## src/rtl/econet_handshake_ctrl.sv

```systemverilog
// Econet four-way handshake receiver controller: scout detection, ACK requests,
// data-frame wait with timeout, and sticky completion/error interrupt.
module econet_handshake_ctrl #(
    parameter int SCOUT_MAX = 8,
    parameter int TO_WIDTH  = 20,
    parameter int TIMEOUT   = 500000
) (
    input  logic        sys_clk,
    input  logic        reset_n,
    input  logic        enable,
    input  logic [7:0]  listen_port,
    input  logic        frame_valid,
    input  logic [10:0] frame_cnt,
    input  logic [15:0] frame_src,
    input  logic [15:0] frame_scout,
    output logic        frame_clear,
    output logic        tx_req,
    output logic [15:0] tx_dst,
    input  logic        tx_done,
    input  logic        tx_err,
    output logic [7:0]  hs_ctrl,
    output logic [7:0]  hs_port,
    output logic [10:0] hs_len,
    output logic [1:0]  err_code,
    output logic        irq,
    input  logic        irq_ack,
    output logic [2:0]  state
);

    typedef enum logic [2:0] {
        IDLE      = 3'd0,
        ACK1      = 3'd1,
        WAIT_DATA = 3'd2,
        ACK2      = 3'd3
    } state_t;

    localparam logic [10:0]         SCOUT_MAX_C = 11'(SCOUT_MAX);
    localparam logic [TO_WIDTH-1:0] TO_LAST     = TO_WIDTH'(TIMEOUT - 1);

    state_t              state_q, state_d;
    logic                valid_prev_q;
    logic                frame_clear_q, frame_clear_d;
    logic [15:0]         src_q, src_d;
    logic [7:0]          hs_ctrl_q, hs_ctrl_d;
    logic [7:0]          hs_port_q, hs_port_d;
    logic [10:0]         hs_len_q, hs_len_d;
    logic [1:0]          err_code_q, err_code_d;
    logic                irq_q, irq_d;
    logic                irq_set;
    logic [TO_WIDTH-1:0] timer_q, timer_d;
    logic                abort_q, abort_d;

    logic       new_frame;
    logic [7:0] scout_port;
    logic       scout_ok;
    logic       data_ok;
    logic       leave_after_tx;

    assign new_frame  = frame_valid & ~valid_prev_q;
    assign scout_port = frame_scout[7:0];
    assign scout_ok   = new_frame & enable & (frame_cnt <= SCOUT_MAX_C) &
                        (scout_port != 8'd0) &
                        ((listen_port == 8'd0) | (scout_port == listen_port));
    assign data_ok    = new_frame & (frame_src == src_q) & (frame_cnt > 11'd4);
    // A disable seen at any point during an ACK turns its completion into a quiet return to IDLE.
    assign leave_after_tx = abort_q | ~enable;

    always_comb begin
        state_d       = state_q;
        src_d         = src_q;
        hs_ctrl_d     = hs_ctrl_q;
        hs_port_d     = hs_port_q;
        hs_len_d      = hs_len_q;
        err_code_d    = err_code_q;
        timer_d       = timer_q;
        abort_d       = abort_q;
        irq_set       = 1'b0;
        frame_clear_d = new_frame;

        case (state_q)
            IDLE: begin
                abort_d = 1'b0;
                if (scout_ok) begin
                    src_d     = frame_src;
                    hs_ctrl_d = frame_scout[15:8];
                    hs_port_d = scout_port;
                    state_d   = ACK1;
                end
            end
            ACK1: begin
                if (!enable) abort_d = 1'b1;
                if (tx_err) begin
                    state_d    = IDLE;
                    err_code_d = 2'd2;
                    irq_set    = 1'b1;
                end else if (tx_done) begin
                    timer_d = '0;
                    state_d = leave_after_tx ? IDLE : WAIT_DATA;
                end
            end
            WAIT_DATA: begin
                timer_d = timer_q + 1'b1;
                if (!enable) begin
                    state_d = IDLE;
                end else if (data_ok) begin
                    hs_len_d = frame_cnt - 11'd4;
                    state_d  = ACK2;
                end else if (timer_q == TO_LAST) begin
                    state_d    = IDLE;
                    err_code_d = 2'd1;
                    irq_set    = 1'b1;
                end
            end
            ACK2: begin
                if (!enable) abort_d = 1'b1;
                if (tx_err) begin
                    state_d    = IDLE;
                    err_code_d = 2'd3;
                    irq_set    = 1'b1;
                end else if (tx_done) begin
                    state_d = IDLE;
                    if (!leave_after_tx) begin
                        err_code_d = 2'd0;
                        irq_set    = 1'b1;
                    end
                end
            end
            default: state_d = IDLE;
        endcase

        irq_d = irq_set | (irq_q & ~irq_ack);
    end

    always_ff @(posedge sys_clk or negedge reset_n) begin
        if (!reset_n) begin
            state_q       <= IDLE;
            valid_prev_q  <= 1'b0;
            frame_clear_q <= 1'b0;
            src_q         <= '0;
            hs_ctrl_q     <= '0;
            hs_port_q     <= '0;
            hs_len_q      <= '0;
            err_code_q    <= '0;
            irq_q         <= 1'b0;
            timer_q       <= '0;
            abort_q       <= 1'b0;
        end else begin
            state_q       <= state_d;
            valid_prev_q  <= frame_valid;
            frame_clear_q <= frame_clear_d;
            src_q         <= src_d;
            hs_ctrl_q     <= hs_ctrl_d;
            hs_port_q     <= hs_port_d;
            hs_len_q      <= hs_len_d;
            err_code_q    <= err_code_d;
            irq_q         <= irq_d;
            timer_q       <= timer_d;
            abort_q       <= abort_d;
        end
    end

    assign frame_clear = frame_clear_q;
    assign tx_req      = (state_q == ACK1) || (state_q == ACK2);
    assign tx_dst      = src_q;
    assign hs_ctrl     = hs_ctrl_q;
    assign hs_port     = hs_port_q;
    assign hs_len      = hs_len_q;
    assign err_code    = err_code_q;
    assign irq         = irq_q;
    assign state       = state_q;

endmodule

```

## config.mk

```make
export PLATFORM = sky130hd
export DESIGN_NAME = econet_handshake_ctrl
export DESIGN_NICKNAME = d
export VERILOG_FILES = /design/src/rtl/econet_handshake_ctrl.sv
export SDC_FILE = /design/constraint.sdc
export NUM_CORES = 1
export LEC_CHECK = 0
export ABC_AREA = 1
export CORE_ASPECT_RATIO = 1.75
export CORE_UTILIZATION = 35
export DETAILED_ROUTE_END_ITERATION = 10
export GPL_ROUTABILITY_DRIVEN = 0
export SLEW_MARGIN = 20
export SYNTH_ARGS = -nofsm -noshare
export SYNTH_HDL_FRONTEND = slang
export SYNTH_SLANG_ARGS = --single-unit
```

## constraint.sdc

```tcl
create_clock -name sys_clk -period 2.2 [get_ports sys_clk]
set_clock_uncertainty 0.2 [all_clocks]
set_input_delay 0.44 -clock sys_clk [delete_from_list [all_inputs] [get_ports sys_clk]]
set_output_delay 0.44 -clock sys_clk [all_outputs]
set_load 0.1 [all_outputs]
```

After elaboration in Yosys (flattened, before gate mapping)
Index checks and enable logic that the tools add are counted.

storage, ports and cells
  flip-flop bits (word level) = 72
  input bits = 58
  output and inout bits = 51

operators by class
  add/sub/neg operators = 2
  order comparisons = 2
  eq/ne operators = 18
  mux-type cells = 31
  bitwise operators = 14
  reductions and logical operators = 14

operator list
  operator                                                          count
  two-way mux 20 bit                                                2
  case mux 20 bit (2 select lines)                                  1
  two-way mux 3 bit                                                 8
  adder 20 x 1 -> 20 bit (second input constant)                    1
  == test 20 x 19 -> 1 bit (second input constant)                  1
  == test 16 bit                                                    1
  two-way mux 2 bit                                                 8
  != test 2 bit (second input constant)                             8
  case mux 3 bit (4 select lines)                                   1
  > comparator 11 x 3 -> 1 bit (second input constant)              1
  less-or-equal comparator 11 x 4 -> 1 bit (second input constant)  1
  subtractor 11 x 3 -> 11 bit (second input constant)               1
  != test 3 bit (second input constant)                             3
  AND 1 bit                                                         8
  == test 8 bit                                                     1
  zero test 8 bit                                                   1
  two-way mux 1 bit                                                 8
  nonzero test 8 bit                                                1
  AND reduction 7 bit                                               1
  == test 3 x 2 -> 1 bit (second input constant)                    2
  case mux 2 bit (3 select lines)                                   1
  AND reduction 3 bit                                               2
  != test 4 bit (second input constant)                             1
  AND reduction 2 bit                                               2
  11 further kinds                                                  16

Logic depth before layout (Yosys ltp)
  depth after elaboration = 8
  depth in mapped cells = 12
  gate-level depth less buffers = 12

Worst setup path before layout
No wires, ideal clock.

  kind = reg2out
  start = register state_q[0], in the netlist state[0]
  end = output tx_req
  arrival time = 1.918 ns
  path slack = -0.358 ns
  stages on the path, launching flop included = 2
  path buffers = 1
  cell sequence = dfrtp_1 > clkbuf_1

between the ends
  longest elaborated chain between the ends = 2
  elaborated cells between the ends (all ways) = 3
  those cells by class = eq/ne: 2; reduce/logical: 1

ends and longest elaborated chain
  item                                                              line  RTL
  start: declaration                                                40    state_t state_q, state_d;
  start signal: assignment                                          148   state_q <= state_d;
  == test 3 x 1 -> 1 bit or == test 3 x 2 -> 1 bit (tied branches)  163   assign tx_req = (state_q == ACK1) || (state_q == ACK2);
  logical OR 1 bit (*)                                              163
  end: declaration                                                  17    output logic tx_req,

Mark *: on every way between the ends. The rest lies on a longest branch, timed or not.

Worst setup path after layout
  start = input frame_src[4]
  end = register hs_len_q[4], in the netlist hs_len[4]

between the ends
  longest elaborated chain between the ends = 4

ends and longest elaborated chain
  item                           line  RTL
  start: declaration             14    input logic [15:0] frame_src,
  == test 16 bit                 64    assign data_ok = new_frame & (frame_src == src_q) & (frame_cnt > 11'd4);
  AND 1 bit (2 in a row)         64
  AND reduction 3 bit (no line)  n/a
  end signal: assignment         154   hs_len_q <= hs_len_d;
  end: declaration               46    logic [10:0] hs_len_q, hs_len_d;

No other way between the ends.
A chain may end at the register's enable or synchronous reset.

==> impl_metrics.toml <==
[worst_setup_path]
path_max_fanout = 22
path_class = "in -> reg"
crit_required_ps = 2210
arrival_ps = 2060
critPathLaunchType = "primary input"
end_kind = "flip-flop"

[logic_synthesis]
synth_warnings = 0
synth.top_cell.area_share_pct = 41.48
synth_common_cells = "nand2_1 (148), inv_1 (84), dfrtp_1 (71)"
synthMostInstantiatedCell = "nand2_1"
synth_edf_count = 0
yosys.area.top_type = "dfrtp_1"
synth_flop_cell = "dfrtp_1"
synthMuxAreaShare_pct = 0.4966
avgSynthCellArea_um2 = 7.448
ys_top_cells_by_area = "dfrtp_1 (41%), nand2_1 (13%), inv_1 (7.4%), o21ai_2 (6.5%), nand3_1 (4.7%)"
yosys.area_share.simple_pct = 31.64
synth_top_family_by_area = "simple AND/OR/NAND/NOR gates"
synth_compound_area_share_pct = 12.07
seq_area_frac_synth_pct = 41.48
synthArstFlopShare_pct = 100.0
synth-xor-area-share_pct = 2.249
synth_cell_types = 36
yosys_register_bits = 71
synth_cells = 575
synth_adder_area_share_pct = 1.169
syn_area_um2 = 4283
syn_nets = 637

[power]
p_switching_mw = 1.522
comb_power_share_pct = 30.0
peakVddDrop_uv = 455.3
power.share.clock_pct = 31.0
p_int_mw = 2.717
power.leakage_nw = 3.080
p_seq_share_pct = 39.0
p_sw_share_pct = 35.90
p_per_area_nw_per_um2 = 667.9
power.total_mw = 4.239

[clock_network]
cts-root-buf = "clkbuf_16"
path_clk_slew_ps = 60
clkLatencyLatePin_ps = 330
cts_max_level = 3
cts_tree = "yes"
post_cts_buffers = 0
cts-buffers-inserted = 9
clockBufferDepth = 2
cts_sinks = 71

[grt]
grt_pass1_wl_um = 19570
grt_max_degree = 39
antenna_found_initial = 0
grt_overflow = 0
grt_pass1_vias = 4304
grt_util_all_layers_pct = 19.35

[sta]
setup_ws_ps = 142.7
tns_ps = 0
rsz0062_at_grt = "false"
final-max-slew-violation-count = 0
period_share_pct = 93.51
hold_viol = 0
setup_viol = 0
timing.final.crit_period_ps = 2057
max_clock_freq_mhz = 486.1

[die]
core-area_um2 = 11940
die_h_um = 148.3
die_w_um = 85.62
fp-row-count = 53
io-pin-count = 109
die-area_um2 = 12700
start_util_pct = 35.88

[place]
port-buffer-count = 107
dp_slack_ps = -233.9
hpwl_um = 9142
dp_cells = 864

[finish]
final_cells = 881
n_antenna_cell = 0
num-nets-final = 801
post-route-util_pct = 53.18
drive_gt1_share_pct = 30.38
area_growth_pct = 48.20

[drt]
drt-total-wl_um = 11500
wire_per_inst_um = 13.06
vias = 4185
dr.pass1.iters = 4
drt-vias-per-instance = 4.750
ant_nets = 0
drt_first_iter_violations = 174
route.detailed.drc = 0

[worst_hold_path]
hold_class = "reg -> reg"

[outcome]
status = "finished, final reports clean"

[flow_run]
cap_violations = 0
==> timing repair <==
action	4_1_cts	5_1_grt
endpoints found under the setup margin	0	12
gates resized for setup	0	4
hold endpoints to repair	21	0
hold buffers	1	0
==> final timing paths <==
path,from,endpoint,slack [ps],cells after the start
max in group asynchronous,reset_n,state[1],910,3
min reg2reg,err_code[0],err_code[0],280,2
min in group asynchronous,reset_n,hs_ctrl[1],360,2
min,err_code[0],err_code[0],280,2
max,frame_src[4],hs_len[4],140,12
max reg2reg,timer_q[0],timer_q[16],280,10
==> power by group through the flow <==
stage	clock network, mW	logic, mW	registers [mW]
after floorplan	0	0.532	1.90
after global placement	0	1.24	1.66
after detailed placement	0	1.27	1.67
after CTS	1.36	1.28	1.65
after global routing	1.41	1.38	1.68
final	1.31	1.27	1.65
==> cells by family after synthesis <==
logic type,count (synthesis)
buffers and inverters,109
AOI/OAI and AO/OA,76
xor gates and xnor gates,11
other,1
DFF,71
adders and majority gates,4
and+or+nand+nor,301
muxes,2
==> layer usage <==
metal / vias up / track usage (%) / part of all wire [%]
li1: 2129 / - / -
met1: 1953 / 20.50 / 38
met2: 80 / 37.04 / 56
met3: 23 / 3.663 / 3.3
met4: 0 / 7.250 / 2.4
met5: - / 0 / 0
==> per-stage QoR <==
step / hold slack [ps] / instance area (µm²)
after floorplan: -55.59 / 4303
after global placement: 161.7 / 6062
after detailed placement: 166.5 / 6062
after CTS: 278.6 / 6335
after global routing: 304.7 / 6347
final: 276.6 / 6347
==> cell usage in the layout, fill, tap and decap left out, types with 2 or more instances in the layout <==
| cell | netlist | final |
|---|---|---|
| inv_2 | 11 | 11 |
| clkbuf_16 | 0 | 9 |
| buf_12 | 0 | 25 |
| a21oi_1 | 6 | 6 |
| dfrtp_2 | 0 | 15 |
| dfrtp_1 | 71 | 56 |
| o21ai_2 | 32 | 32 |
| buf_4 | 1 | 84 |
| o22ai_1 | 2 | 2 |
| ha_1 | 4 | 4 |
| nand2_1 | 148 | 147 |
| nor2_1 | 49 | 47 |
| nand4_1 | 12 | 12 |
| o21ai_1 | 24 | 24 |
| nand2_2 | 30 | 31 |
| nor3_1 | 6 | 6 |
| xnor2_1 | 4 | 4 |
| o21ai_0 | 7 | 7 |
| xor2_1 | 7 | 7 |
| inv_1 | 84 | 84 |
| clkdlybuf4s50_1 | 0 | 56 |
| nand3_1 | 40 | 40 |
| clkbuf_1 | 2 | 5 |
| nor2_2 | 11 | 12 |
==> sequential cells by signal, indices dropped and copies added, names as in the netlist <==
register	count
timer_q	20
tx_dst	16
hs_len	11
hs_ctrl	8
hs_port	8
err_code	2
state	2
abort_q	1
frame_clear	1
irq	1
valid_prev_q	1
==> critical path, cell delays in order <==
cell and delay [ps]:
clkdlybuf4s50_1 500, inv_1 70, nand2_1 90, nand2_1 60
nor2_1 80, nand2_1 70, nor2_2 140, buf_4 140
nand4_2 150, buf_12 200, nand2_1 50, o21ai_1 60
==> layout make-up <==
cell class              instances  area, µm²
inverters                      96      360.3
well taps                     137      171.4
fillers                      1138       5589
clock inverters                 1      5.005
flip-flops and latches         71       1795
multi-input cells             395       2056
repair buffers                166       1702
clock buffers                  15      257.7
(Power assumes the default switching activity.)
